===== config.mk =====
export PLATFORM = sky130hd
export DESIGN_NAME = sys_bus_router
export DESIGN_NICKNAME = d
export VERILOG_FILES = /design/src/rtl/sys_bus_pkg.sv /design/src/rtl/sys_bus_tmo.sv /design/src/rtl/sys_bus_router.sv
export SDC_FILE = /design/constraint.sdc
export NUM_CORES = 1
export LEC_CHECK = 0
export BUFFER_PORTS_ARGS = -buffer_cell sky130_fd_sc_hd__buf_2
export CELL_PAD_IN_SITES_DETAIL_PLACEMENT = 2
export CELL_PAD_IN_SITES_GLOBAL_PLACEMENT = 2
export CORE_AREA = 2 2 177 179
export CTS_BUF_LIST = sky130_fd_sc_hd__clkbuf_16
export CTS_CLUSTER_DIAMETER = 100
export DETAILED_ROUTE_END_ITERATION = 12
export DIE_AREA = 0 0 179 181
export PLACE_DENSITY = 0.77
export SLEW_MARGIN = 20
export SYNTH_ARGS = -nofsm -noshare
export SYNTH_HDL_FRONTEND = slang
export SYNTH_SLANG_ARGS = --single-unit

===== constraint.sdc =====
create_clock -name sys_clk_i -period 3.55 [get_ports sys_clk_i]
set_input_delay 0.1775 -clock sys_clk_i [delete_from_list [all_inputs] [get_ports sys_clk_i]]
set_output_delay 0.1775 -clock sys_clk_i [all_outputs]
set_load 0.01 [all_outputs]

===== src/rtl/sys_bus_pkg.sv =====
// Shared types and defaults for the system-bus router: FSM encoding, slave-array defaults, clog2 helper.
package sys_bus_pkg;

   localparam int unsigned SLV_N_DEF  = 8;
   localparam int unsigned SLV_AW_DEF = 20;

   localparam logic [1:0] ENC_IDLE  = 2'd0;
   localparam logic [1:0] ENC_ISSUE = 2'd1;
   localparam logic [1:0] ENC_WAIT  = 2'd2;
   localparam logic [1:0] ENC_RESP  = 2'd3;

   typedef enum logic [1:0] {
      ST_IDLE  = ENC_IDLE,
      ST_ISSUE = ENC_ISSUE,
      ST_WAIT  = ENC_WAIT,
      ST_RESP  = ENC_RESP
   } state_e;

   function automatic int unsigned clog2(input int unsigned v);
      int unsigned r;
      r = 0;
      while ((32'd1 << r) < v) begin
         r = r + 32'd1;
      end
      return r;
   endfunction

endpackage


===== src/rtl/sys_bus_tmo.sv =====
// Clearable WAIT-cycle counter; exp_o flags the WAIT cycle on whose edge the count reaches TMO_CYC.
module sys_bus_tmo #(
   parameter int unsigned TMO_CYC = 255
)(
   input  logic clk_i,
   input  logic rstn_i,
   input  logic clr_i,
   input  logic en_i,
   output logic exp_o
);

   localparam logic [15:0] TMO_LAST = 16'(TMO_CYC - 32'd1);

   logic [15:0] cnt_q;
   logic [15:0] cnt_d;

   // next count: cleared on issue, saturating increment while waiting
   always_comb begin
      cnt_d = cnt_q;
      if (clr_i) begin
         cnt_d = 16'd0;
      end else if (en_i && (cnt_q != TMO_LAST)) begin
         cnt_d = cnt_q + 16'd1;
      end else begin
         cnt_d = cnt_q;
      end
   end

   // count register
   always_ff @(posedge clk_i or negedge rstn_i) begin
      if (!rstn_i) begin
         cnt_q <= 16'd0;
      end else begin
         cnt_q <= cnt_d;
      end
   end

   assign exp_o = en_i && (cnt_q == TMO_LAST);

endmodule


===== src/rtl/sys_bus_router.sv =====
// Routes single system-bus strobes to the slave selected by the address region, returns one registered response.
// Optional macro SYS_BUS_ROUTER_TMO_EN: a silent slave is answered with err after TMO_CYC WAIT cycles.
module sys_bus_router
   import sys_bus_pkg::*;
#(
   parameter int unsigned AXI_DW  = 32,
   parameter int unsigned AXI_AW  = 32,
   parameter int unsigned AXI_SW  = AXI_DW >> 3,
   parameter int unsigned SLV_N   = SLV_N_DEF,
   parameter int unsigned SLV_AW  = SLV_AW_DEF,
   parameter int unsigned TMO_CYC = 255
)(
   input  logic                     sys_clk_i,
   input  logic                     sys_rstn_i,
   input  logic [AXI_AW-1:0]        sys_addr_i,
   input  logic [AXI_DW-1:0]        sys_wdata_i,
   input  logic [AXI_SW-1:0]        sys_sel_i,
   input  logic                     sys_wen_i,
   input  logic                     sys_ren_i,
   output logic [AXI_DW-1:0]        sys_rdata_o,
   output logic                     sys_err_o,
   output logic                     sys_ack_o,
   output logic [SLV_AW-1:0]        slv_addr_o,
   output logic [AXI_DW-1:0]        slv_wdata_o,
   output logic [AXI_SW-1:0]        slv_sel_o,
   output logic [SLV_N-1:0]         slv_wen_o,
   output logic [SLV_N-1:0]         slv_ren_o,
   input  logic [SLV_N*AXI_DW-1:0]  slv_rdata_i,
   input  logic [SLV_N-1:0]         slv_err_i,
   input  logic [SLV_N-1:0]         slv_ack_i
);

   localparam int unsigned RW = clog2(SLV_N);

   state_e              state_q;
   logic                wr_q;
   logic [RW-1:0]       idx_q;
   logic [AXI_DW-1:0]   rsp_data_q;
   logic                rsp_err_q;
   logic [AXI_DW-1:0]   sys_rdata_q;
   logic                sys_err_q;
   logic                sys_ack_q;
   logic [SLV_AW-1:0]   slv_addr_q;
   logic [AXI_DW-1:0]   slv_wdata_q;
   logic [AXI_SW-1:0]   slv_sel_q;
   logic [SLV_N-1:0]    slv_wen_q;
   logic [SLV_N-1:0]    slv_ren_q;

   logic [RW-1:0]       region_s;
   logic [SLV_N-1:0]    onehot_s;
   logic                sel_ack_s;
   logic                sel_err_s;
   logic [AXI_DW-1:0]   sel_rdata_s;
   logic                tmo_exp_s;
   logic                unused_s;

   assign region_s    = sys_addr_i[SLV_AW +: RW];
   assign onehot_s    = {{(SLV_N-1){1'b0}}, 1'b1} << region_s;
   assign sel_ack_s   = slv_ack_i[idx_q];
   assign sel_err_s   = slv_err_i[idx_q];
   assign sel_rdata_s = slv_rdata_i[32'(idx_q) * AXI_DW +: AXI_DW];

`ifdef SYS_BUS_ROUTER_TMO_EN
   sys_bus_tmo #(
      .TMO_CYC (TMO_CYC)
   ) u_tmo (
      .clk_i  (sys_clk_i),
      .rstn_i (sys_rstn_i),
      .clr_i  (state_q == ST_ISSUE),
      .en_i   (state_q == ST_WAIT),
      .exp_o  (tmo_exp_s)
   );
   assign unused_s = ^sys_addr_i[AXI_AW-1:SLV_AW+RW];
`else
   assign tmo_exp_s = 1'b0;
   assign unused_s  = ^{sys_addr_i[AXI_AW-1:SLV_AW+RW], 16'(TMO_CYC)};
`endif

   // transaction FSM with all master- and slave-facing outputs registered
   always_ff @(posedge sys_clk_i or negedge sys_rstn_i) begin
      if (!sys_rstn_i) begin
         state_q     <= ST_IDLE;
         wr_q        <= 1'b0;
         idx_q       <= '0;
         rsp_data_q  <= '0;
         rsp_err_q   <= 1'b0;
         sys_rdata_q <= '0;
         sys_err_q   <= 1'b0;
         sys_ack_q   <= 1'b0;
         slv_addr_q  <= '0;
         slv_wdata_q <= '0;
         slv_sel_q   <= '0;
         slv_wen_q   <= '0;
         slv_ren_q   <= '0;
      end else begin
         slv_wen_q <= '0;
         slv_ren_q <= '0;
         sys_ack_q <= 1'b0;
         sys_err_q <= 1'b0;
         case (state_q)
            ST_IDLE: begin
               if (sys_wen_i || sys_ren_i) begin
                  wr_q        <= sys_wen_i;
                  idx_q       <= region_s;
                  slv_addr_q  <= sys_addr_i[SLV_AW-1:0];
                  slv_wdata_q <= sys_wdata_i;
                  slv_sel_q   <= sys_sel_i;
                  // write wins when both strobes arrive together
                  slv_wen_q   <= sys_wen_i ? onehot_s : '0;
                  slv_ren_q   <= sys_wen_i ? '0 : onehot_s;
                  state_q     <= ST_ISSUE;
               end else begin
                  state_q <= ST_IDLE;
               end
            end
            ST_ISSUE, ST_WAIT: begin
               if (sel_ack_s) begin
                  rsp_data_q <= wr_q ? '0 : sel_rdata_s;
                  rsp_err_q  <= sel_err_s;
                  state_q    <= ST_RESP;
               end else if (tmo_exp_s) begin
                  rsp_data_q <= '0;
                  rsp_err_q  <= 1'b1;
                  state_q    <= ST_RESP;
               end else begin
                  state_q <= ST_WAIT;
               end
            end
            ST_RESP: begin
               sys_ack_q   <= 1'b1;
               sys_err_q   <= rsp_err_q;
               sys_rdata_q <= rsp_data_q;
               state_q     <= ST_IDLE;
            end
            default: begin
               state_q <= ST_IDLE;
            end
         endcase
      end
   end

   assign sys_rdata_o = sys_rdata_q;
   assign sys_err_o   = sys_err_q;
   assign sys_ack_o   = sys_ack_q;
   assign slv_addr_o  = slv_addr_q;
   assign slv_wdata_o = slv_wdata_q;
   assign slv_sel_o   = slv_sel_q;
   assign slv_wen_o   = slv_wen_q;
   assign slv_ren_o   = slv_ren_q;

endmodule


# --- Yosys cells after proc, flatten, opt, wreduce, memory -nomap -nowiden ---
# Index checks and enable logic that the tools add are counted.
totals:
  regBits: 145
  input_bits: 344
  word_cells: 40
classes:
  order_cmp: 1
  n_eq_ne: 3
  n_shift: 2
  mux: 16
  reduce_logical: 5
ops:
  columns: ["cell", "count"]
  rows:
  - ["variable part select 256 x 9 -> 32 bit", 1]
  - ["two-way mux 8 bit", 6]
  - ["two-way mux 32 bit", 1]
  - ["<< shifter 1 x 3 -> 8 bit, first input constant", 1]
  - ["binary-select mux 1 bit (select 3 bit)", 2]
  - ["two-way mux 1 bit", 6]
  - ["case mux 2 bit (3 select lines)", 1]
  - ["equality test 2 bit, second input constant", 2]
  - ["< comparator 3 x 4 -> 1 bit, second input constant", 1]
  - ["AND reduction 2 bit", 2]
  - ["equality test 2 x 1 -> 1 bit, second input constant", 1]
  - ["zero test 2 bit", 1]
  - ["OR reduction 2 bit", 1]
  - ["logical OR 1 bit", 1]

# --- Longest topological paths before layout ---
# Gate-level depths: netlist (run 1).
logic_depth:
  ltp_word: 4
  mapped_depth: 7
  ltp_nobuf: 6

# --- Worst setup path before layout (run 1) ---
# OpenSTA, ideal clock, no wires.
synth_timing:
  kind: "flip-flop to flip-flop"
  startpoint: "register idx_q[2]"
  endpoint: "register rsp_data_q[0]"
  setup_time_ns: 0.125
  t_arrival_ns: 1.668
  required_time_ns: 3.425
  setup_slack_ns: 1.757
  stages_incl_launch_ff: 6
  path_cell_list: "dfrtp_1 > mux4_2 > nand2b_4 > o211ai_4 > buf_6 > mux2_2"
synth_via:
  elab_chain_len: 3
  elab_cells_between_ends: 5
  classes_between: "shift: 1; mux: 3; reduce/logical: 1"
synth_lines:
  columns: ["item", "line_no", "source"]
  rows:
  - ["start, declared", "sys_bus_router.sv:37", "logic [RW-1:0] idx_q;"]
  - ["start signal, assigned", "sys_bus_router.sv:104", "idx_q <= region_s;"]
  - ["branches (longest 3 deep; another with variable part select 256 x 9 -> 32 bit)", null, null]
  - ["end signal, assigned", "sys_bus_router.sv:118", "rsp_data_q <= wr_q ? '0 : sel_rdata_s;"]
  - ["end, declared", "sys_bus_router.sv:38", "logic [AXI_DW-1:0] rsp_data_q;"]
# Several ways; the timed one is not identified. The select of a mux whose other input is x is not followed.
# A chain may end at the register's enable or synchronous reset.

# --- Worst setup path in the final report (run 1) ---
layout_timing:
  startpoint: "register idx_q[2]"
  endpoint: "register rsp_data_q[27]"
# Same word-level chain as after synthesis.

==> key figures, run 1 <==
Setup path
  • CP cell instances: buf_4, nand2_2, o22ai_1, nor3_1, mux2_2
  • Worst-path fanout max: 32
  • CP Buf/Inv Count: 1
  • Kind of end point of the critical path: register
  • R2r startpoint: idx_q[2]
  • CP required: 3.85 ns
  • Crit-path slowest cell: dfrtp_2
  • Biggest cell delay along the critical path: 0.66 ns
  • Setup crit start: idx_q[2]
  • Worst EP arrival: 2.91 ns
  • Setup CP Type: reg -> reg
  • Top Family by Delay on Critical Path: flip-flops
  • Setup crit start kind: register

Floorplanning
  • Row count: 64
  • Initial Util: 24.74%
  • # IOs: 450
  • Core box area: 0.03035 mm²
  • Vert. Die Dim: 181 µm
  • Die area: 0.03240 mm²
  • Die W: 179 µm

Global route
  • Total congestion overflow: 0
  • Global route hottest layer: met2
  • GR Util met3: 6.923%
  • Antenna violations before repair: 6
  • Routing usage on met1: 23.00%
  • GRT Util Overall: 21.14%
  • Vias in the first global route: 7983
  • GR Util met2: 38.40%
  • Wire length of the first global-routing pass: 49.91 mm
  • Largest net degree at the start of global routing: 94

Synthesis
  • EDFF count, synth: 0
  • Syn Std Cell Area: 0.007510 mm²
  • Asr flop ratio synth: 100.0%
  • #FFs+latches synth: 145
  • Cells after synthesis: 551
  • Seq/Total Area, Yosys: 48.32%
  • Syn Area/Cell: 13.63 µm²
  • Yosys warns: 0
  • Post-synthesis cell type count: 28
  • Prevailing post-synth register cell: dfrtp_1
  • Post-Syn Nets: 898

STA
  • Fmax: 0.3836 GHz
  • Fin crit share: 73.43%
  • Final min period: 2.607 ns
  • Clock Skews: 0.01219 ns
  • Final Slew Violations: 0
  • RSZ-0062 raised after global routing: no
  • Normalized max-slew margin: 29.76%
  • Worst-Margin Slew: 1.054 ns
  • Final Setup Violations: 0
  • TNS Setup: 0 ns
  • Final Hold Fails: 0

Detailed routing
  • Drt pass-1 iters: 4
  • Initial DRC Count: 211
  • DR WL/cell: 23.95 µm
  • Drt drc: 0
  • Vias: 6849
  • Via/cell ratio: 4.760
  • Final wirelength: 34.47 mm
  • DRT antenna net count: 0

Placed design
  • PortBufs: 440
  • Post-DP HPWL: 24.70 mm
  • Final Wtd Congestion: 0.7606

Power
  • Total power: 9.521 mW
  • Lkg Pwr: 5.443 nW
  • Peak supply drop: 418.2 µV
  • Cell Pwr Density: 847.0 mW/mm²

Cells and area
  • Final net count: 1377
  • Ratio of cells with drive above 1 in the final layout: 67.63%
  • Most frequent cells in the layout: buf_2 (439), mux2_2 (184), dfrtp_1 (141)
  • Most common cell after layout, fill and taps aside: buf_2
  • Layout area overhead: 49.68%

Clock tree
  • CTS tree: built
  • Max Buffers Root-to-Sink: 2
  • Clock Latency Late Sink: 0.43 ns
  • Worst-path clk slew: 0.07 ns
  • CTS root buf: clkbuf_16
  • H-Tree Depth: 4
  • Post-CTS Setup Bufs: 0
  • Clock sinks: 145
  • Post_cts resized: 0
  • CTS buffer count: 17

Status
  • Status: completed

Worst hold path
  • Min-Delay Path Class: in -> reg
  • Min-Delay Startpoint: sys_wdata_i[7]

Flow run
  • Max_cap viols: 0
-- kinds of logic (layout without fill, tap and decap cells) --
group | Yosys count | in the layout | share of synthesized area, %
AO/OA/AOI/OAI | 38 | 38 | 3.382
adder cells (fa/ha/maj) | 3 | 3 | 0.4999
buffers and inverters | 45 | 535 | 3.016
flip-flops | 145 | 145 | 48.32
multiplexers | 226 | 226 | 39.12
other | 0 | 2 | 0
AND/OR/NAND/NOR | 94 | 94 | 5.665
-- flip-flops by register name (all words and copies together), names as in the netlist, 2 cells and up --
register / flops
slv_wdata_o: 32
idx_q: 3
slv_ren_o: 8
sys_rdata_o: 32
rsp_data_q: 32
slv_wen_o: 8
state_q: 2
slv_addr_o: 20
slv_sel_o: 4
-- metal layers --
metal / wire (µm) / vias up
met5: 35 / -
met2: 18060 / 325
met1: 12560 / 3468
met3: 3098 / 40
li1: - / 3010
met4: 710 / 6
-- path summary, 6_finish.rpt --
kind,end,slack (ns),depth (start not counted)
worst max-delay path,rsp_data_q[27],0.94,5
worst min-delay path,slv_wdata_o[7],0.05,2
worst max register to register,rsp_data_q[27],0.94,5
worst min register to register,sys_err_o,0.49,1
max in group asynchronous,slv_addr_o[14],2.27,3
min in group asynchronous,slv_ren_o[5],0.41,2
-- cell type report --
cell class	count	area (µm²)
fill	3308	19110
multi-input combinational	361	3674
sequential	145	3638
timing repair buffer	503	2859
tap	396	495.5
clock buffer	17	425.4
clock inverter	13	136.4
inverter	2	7.507
antenna	2	5.005
-- through the flow --
step           area [µm²]  setup slack, ns  util (%)  std cells  hold WS [ns]
6_report            11240           0.9434     37.04       1439       0.04533
5_1_grt             11240           0.7576     37.03       1438       0.02259
4_1_cts             11240           0.8884     37.02       1437       0.01706
3_5_place_dp        10110           0.9038     33.32       1351        0.3391
3_3_place_gp        10110           0.9205     33.32       1351        0.3348
2_1_floorplan        7510            1.757         -        551       -0.1181
-- report_power, final --
part	switching [mW]	total (mW)	internal, mW
Combinational	2.23	4.67	2.44
Sequential	0.687	3.05	2.36
Clock	0.775	1.80	1.03
Total	3.69	9.52	5.83
-- what timing repair did --
action                                 4_1_cts  5_1_grt
hold buffers                                56        0
setup endpoints to repair                    0        0
endpoints found under the hold margin      147        0
-- synth_stat cells, drive strengths merged, types with 2 or more instances --
cell type | n | area [µm²]
buf | 27 | 157.7
clkbuf | 16 | 61.30
dfrtp | 145 | 3628
ha | 3 | 37.54
inv | 2 | 7.510
mux2 | 190 | 2140
mux4 | 35 | 788.3
nand2 | 5 | 18.77
nand2b | 4 | 32.53
nor2 | 45 | 168.9
nor3 | 36 | 180.2
o21ai | 3 | 15.01
o22ai | 32 | 200.2
Note: power is estimated with default switching activity, not from simulation.
==> run 2, diff against run 1 <==
CORE_AREA = not set   (was 2 2 177 179)
CORE_MARGIN = 2   (was not set)
CORE_UTILIZATION = 26   (was not set)
DIE_AREA = not set   (was 0 0 179 181)
PLACE_DENSITY = 0.8   (was 0.77)
clock period = 2.6 ns   (was 3.55 ns; I/O delays follow)
==> key figures, run 2 (synthesis gave the netlist of run 1 again) <==
Setup path
  • Worst EP arrival: 2.54 ns
  • Top Family by Delay on Critical Path: buffers and inverters
  • Setup crit start kind: register
  • R2r startpoint: idx_q[2]
  • CP Buf/Inv Count: 2
  • Kind of end point of the critical path: register
  • Worst R2R Path Depth: 6
  • Crit-path slowest cell: dfrtp_2
  • CP cell instances: buf_4, mux2i_1, nand2_1, o211ai_4, buf_4, mux2_2
  • Worst-path fanout max: 21
  • CP required: 2.91 ns
  • Setup CP Type: reg -> reg
  • CP most frequent cell: buf_4
  • R2R Path End: rsp_data_q[12]
  • Biggest cell delay along the critical path: 0.53 ns
  • Reg2Reg Setup Slack: 0.37 ns

STA
  • Final Slew Violations: 0
  • Fin crit share: 85.67%
  • Clock Skews: 0.01625 ns
  • RSZ-0062 raised after global routing: no
  • Normalized max-slew margin: 46.95%
  • Worst-Margin Slew: 0.7927 ns
  • Final Hold Fails: 0
  • Fmax: 0.4489 GHz
  • TNS Setup: 0 ns
  • Final Setup Violations: 0
  • Final min period: 2.227 ns

Power
  • Cell Pwr Density: 1154 mW/mm²
  • P_sw: 5.128 mW
  • Sw Ratio: 38.85%
  • Clk pwr share: 17.9%
  • Combinational Power Share: 51.7%
  • Peak supply drop: 469.7 µV
  • Cell internal pwr: 8.071 mW
  • Reg power frac: 30.4%
  • Lkg Pwr: 5.555 nW

Cells and area
  • Layout area overhead: 52.28%
  • Most frequent cells in the layout: buf_2 (439), mux2_2 (184), dfrtp_1 (141)
  • Utilization after layout: 40.06%
  • Final net count: 1399
  • Ratio of cells with drive above 1 in the final layout: 67.79%
  • Most common cell after layout, fill and taps aside: buf_2
  • Final instance area: 0.01144 mm²

Clock tree
  • H-Tree Depth: 4
  • CTS buffer count: 17
  • Clock Latency Late Sink: 0.43 ns
  • CTS tree: built
  • Clock sinks: 145
  • CTS root buf: clkbuf_16
  • Max Buffers Root-to-Sink: 2
  • Worst-path clk slew: 0.06 ns

Worst hold path
  • Min-Delay Path Class: in -> reg
  • Hold Path Depth: 3
  • Min-Delay Startpoint: sys_ren_i
  • Hold EP: state_q[0]

Placed design
  • Post-DP HPWL: 25.45 mm
  • Final Wtd Congestion: 0.7908
  • Placed inst area: 0.01026 mm²
  • PortBufs: 440

Detailed routing
  • Final wirelength: 35.24 mm
  • Via/cell ratio: 4.763
  • Drt pass-1 iters: 4
  • Initial DRC Count: 255
  • DRT antenna net count: 0
  • Vias: 6930
  • DR WL/cell: 24.22 µm
  • Drt drc: 0

Global route
  • Total congestion overflow: 0
  • Antenna violations before repair: 10
  • Vias in the first global route: 8209
  • Largest net degree at the start of global routing: 67
  • GRT Util Overall: 23.23%
  • Wire length of the first global-routing pass: 52.03 mm

Floorplanning
  • Die W: 174.0 µm
  • Core box area: 0.02855 mm²
  • Initial Util: 26.31%
  • Row count: 62
  • Die area: 0.03026 mm²
  • Vert. Die Dim: 174.0 µm
  • # IOs: 450

Status
  • Status: completed

Flow run
  • Max_cap viols: 0
-- run 2: cell types whose count changed in the layout (fill, tap and decap cells not counted), moves of 2 or more --
cell / delta
dlygate4sd3_1: +5
diode_2: +4
inv_1: +2
clkinvlp_4: +2
buf_12: +3
buf_4: +14
-- run 2: how the worst max path moves through the flow --
stage | from | to | slack [ns] | cells past startpoint
floorplan | idx_q[2] | rsp_data_q[0] | 0.81 | 5
global placement | idx_q[2] | rsp_data_q[12] | 0.39 | 6
detailed placement | idx_q[2] | rsp_data_q[12] | 0.30 | 6
CTS | idx_q[2] | rsp_data_q[12] | 0.30 | 6
global route | idx_q[2] | rsp_data_q[8] | 0.27 | 6
finish | idx_q[2] | rsp_data_q[12] | 0.37 | 6
-- run 2: power groups by stage --
stage          Clock, mW  Sequential, mW  Combinational, mW
4_1_cts             2.40            3.97               6.85
2_1_floorplan          0            3.95               4.21
3_3_place_gp           0            3.91               6.56
6_report            2.37            4.01               6.83
3_5_place_dp           0            4.00               6.76
5_1_grt             2.52            4.13               7.35
-- run 2: tightest hold or removal path, cell delays in order --
cell	delay, ns
buf_2	0.12
o21ai_0	0.09
o21ai_0	0.09
-- run 2: what timing repair did --
action	CTS	global route
buffers inserted	0	0
gates resized for setup	0	0
endpoints found under the hold margin	125	0
hold buffers	61	0
endpoints found under the setup margin	0	0
-- run 2: area by class of cell --
class,count,area (µm²)
antenna,6,15.01
clock buffer,17,425.4
clock inverter,15,121.4
fill,3076,17110
inverter,2,7.507
multi-input combinational,361,3674
sequential,145,3638
tap,384,480.5
timing repair buffer,525,3074
-- run 2: metal layers --
| metal | routed length [µm] | global-route usage, % |
|---|---|---|
| met5 | 57 | 0 |
| met2 | 18920 | 42.96 |
| met4 | 996 | 8.438 |
| met1 | 12710 | 24.71 |
| met3 | 2558 | 7.305 |
-- run 2: per-stage QoR --
stage                     worst slack (ns)  hold slack (ns)  power, mW  cells
after CTS                           0.3000          0.04189      13.23   1449
final                               0.3726          0.05872      13.20   1455
after global routing                0.2685          0.06159      13.99   1455
after floorplan                     0.8071          -0.1656      8.162    551
after global placement              0.3868           0.1914      10.47   1356
after detailed placement            0.3035           0.1915      10.76   1356
==> run 3, diff against run 2 <==
PLACE_DENSITY = not set   (was 0.8)
PLACE_DENSITY_LB_ADDON = 0.1   (was not set)
SYNTH_HIERARCHICAL = 1   (was not set)
==> key figures, run 3 <==
STA
  • Final min period: 2.291 ns
  • Normalized max-slew margin: 51.07%
  • Final Slew Violations: 0
  • RSZ-0062 raised after global routing: no
  • TNS Setup: 0 ns
  • Worst-Margin Slew: 0.7340 ns
  • Clock Skews: 0.009216 ns
  • Hold slack final: 0.02648 ns
  • Final Hold Fails: 0
  • Final Setup Violations: 0
  • Fmax: 0.4366 GHz
  • Fin crit share: 88.10%

Worst hold path
  • Min-Delay Path Class: in -> reg

Synthesis
  • Prevailing post-synth register cell: dfrtp_1
  • Syn Std Cell Area: 0.007510 mm²
  • Asr flop ratio synth: 100.0%
  • Yosys warns: 6
  • Synth top area cells: dfrtp_1 (48%), mux2_2 (28%), mux4_2 (10%)
  • Post-Syn Nets: 898
  • Cells after synthesis: 551
  • #FFs+latches synth: 145
  • Synth area leader: dfrtp_1
  • List of most frequent post-synthesis cells: mux2_2 (184), dfrtp_1 (145), nor2_1 (45)
  • Post-synthesis cell type count: 28
  • Syn Area/Cell: 13.63 µm²
  • Synth top area share: 48.32%
  • Most frequent cell after synthesis: mux2_2
  • EDFF count, synth: 0
  • Seq/Total Area, Yosys: 48.32%

Clock tree
  • Clock sinks: 145
  • Worst-path clk slew: 0.07 ns
  • H-Tree Depth: 4
  • CTS buffer count: 17
  • CTS root buf: clkbuf_16
  • Post_cts resized: 0
  • Post-CTS Setup Bufs: 0
  • Max Buffers Root-to-Sink: 2
  • CTS tree: built
  • Clock Latency Late Sink: 0.42 ns

Detailed routing
  • Initial DRC Count: 152
  • DR WL/cell: 20.28 µm
  • DRT antenna net count: 0
  • Vias: 6666
  • Final wirelength: 29.32 mm
  • Via/cell ratio: 4.610
  • Drt drc: 0
  • Drt pass-1 iters: 4

Floorplanning
  • Initial Util: 26.31%
  • Die W: 174.0 µm
  • # IOs: 450
  • Die area: 0.03026 mm²
  • Vert. Die Dim: 174.0 µm
  • Row count: 62
  • Core box area: 0.02855 mm²

Cells and area
  • Most frequent cells in the layout: buf_2 (439), mux2_2 (184), dfrtp_1 (142)
  • Most common cell after layout, fill and taps aside: buf_2
  • Final instance area: 0.01142 mm²
  • Final net count: 1394
  • Layout area overhead: 52.05%
  • Utilization after layout: 40.00%
  • Ratio of cells with drive above 1 in the final layout: 67.64%

Setup path
  • Kind of end point of the critical path: register
  • Worst EP arrival: 2.65 ns
  • Setup CP Type: reg -> reg
  • Setup crit start kind: register
  • CP required: 2.96 ns
  • Worst-path fanout max: 20

Global route
  • GRT Util Overall: 19.55%
  • Total congestion overflow: 0
  • Vias in the first global route: 7718
  • Wire length of the first global-routing pass: 45.42 mm
  • Largest net degree at the start of global routing: 72
  • Antenna violations before repair: 4

Placed design
  • Final Wtd Congestion: 0.7328
  • Post-DP HPWL: 22.14 mm
  • Placed inst area: 0.01024 mm²
  • PortBufs: 440

Power
  • Total power: 12.80 mW
  • Cell Pwr Density: 1121 mW/mm²
  • Peak supply drop: 392.1 µV
  • Lkg Pwr: 5.553 nW

Status
  • Status: completed

Flow run
  • Max_cap viols: 0
[run 3: cell counts after synthesis]
Identical to the previous run, type by type.
[run 3: worst paths after layout]
kind / start / endpoint / slack (ns) / cells past startpoint
setup / recovery: state_q[0] / slv_ren_o[0] / 0.31 / 6
hold / removal: sys_addr_i[22] / idx_q[2] / 0.03 / 2
setup reg to reg: state_q[0] / slv_ren_o[0] / 0.31 / 6
hold reg to reg: rsp_err_q / sys_err_o / 0.48 / 1
max in group asynchronous: sys_rstn_i / slv_wdata_o[5] / 1.54 / 3
min in group asynchronous: sys_rstn_i / rsp_data_q[4] / 0.31 / 2
[run 3: power by group]
part	switching [mW]	total [mW]	leakage (nW)	internal [mW]
combinational	3.10	6.59	3.46	3.49
sequential	0.579	3.80	1.81	3.22
clock	1.13	2.40	0.282	1.27
total	4.81	12.8	5.55	7.99
[run 3: worst max-delay path, cell delays in order, from the launching register on]
cell,delay [ns]
dfrtp_1,0.40
inv_1,0.08
ha_1,0.33
o21ai_4,0.27
or3_1,0.44
nor3_1,0.14
dlygate4sd3_1,0.56
[run 3: per-stage QoR]
stage	cells	setup WS, ns
floorplan	551	0.8071
global placement	1352	0.4502
detailed placement	1352	0.4569
CTS	1444	0.2970
global route	1445	0.1237
finish	1446	0.3094
[run 3: layout make-up]
cell class / count / area, µm²
multi-input combinational: 361 / 3669
tap: 384 / 480.5
antenna: 2 / 5.005
sequential: 145 / 3637
clock buffer: 17 / 425.4
fill: 3130 / 17130
clock inverter: 15 / 147.6
timing repair buffer: 520 / 3047
inverter: 2 / 7.507
[run 3: logic make-up after synthesis]
logic type	synth area share (%)
AO/OA/AOI/OAI	3.382
flip-flops	48.32
buffers and inverters	3.016
multiplexers	39.12
adder cells (fa/ha/maj)	0.4999
AND/OR/NAND/NOR	5.665
[run 3: repair_timing]
item	in CTS	in global routing
endpoints found under the hold margin	127	0
endpoints found under the setup margin	0	0
hold buffers	60	0
[run 3: per-layer routing]
layer  up-vias  global-route usage, %  part of all wire, %
met3        16                  6.934                  8.0
met2       260                  35.86                   53
met1      3344                  21.92                   39
met4         4                  3.676                 0.70
met5         -                      0                0.092
li1       3042                      -                    -
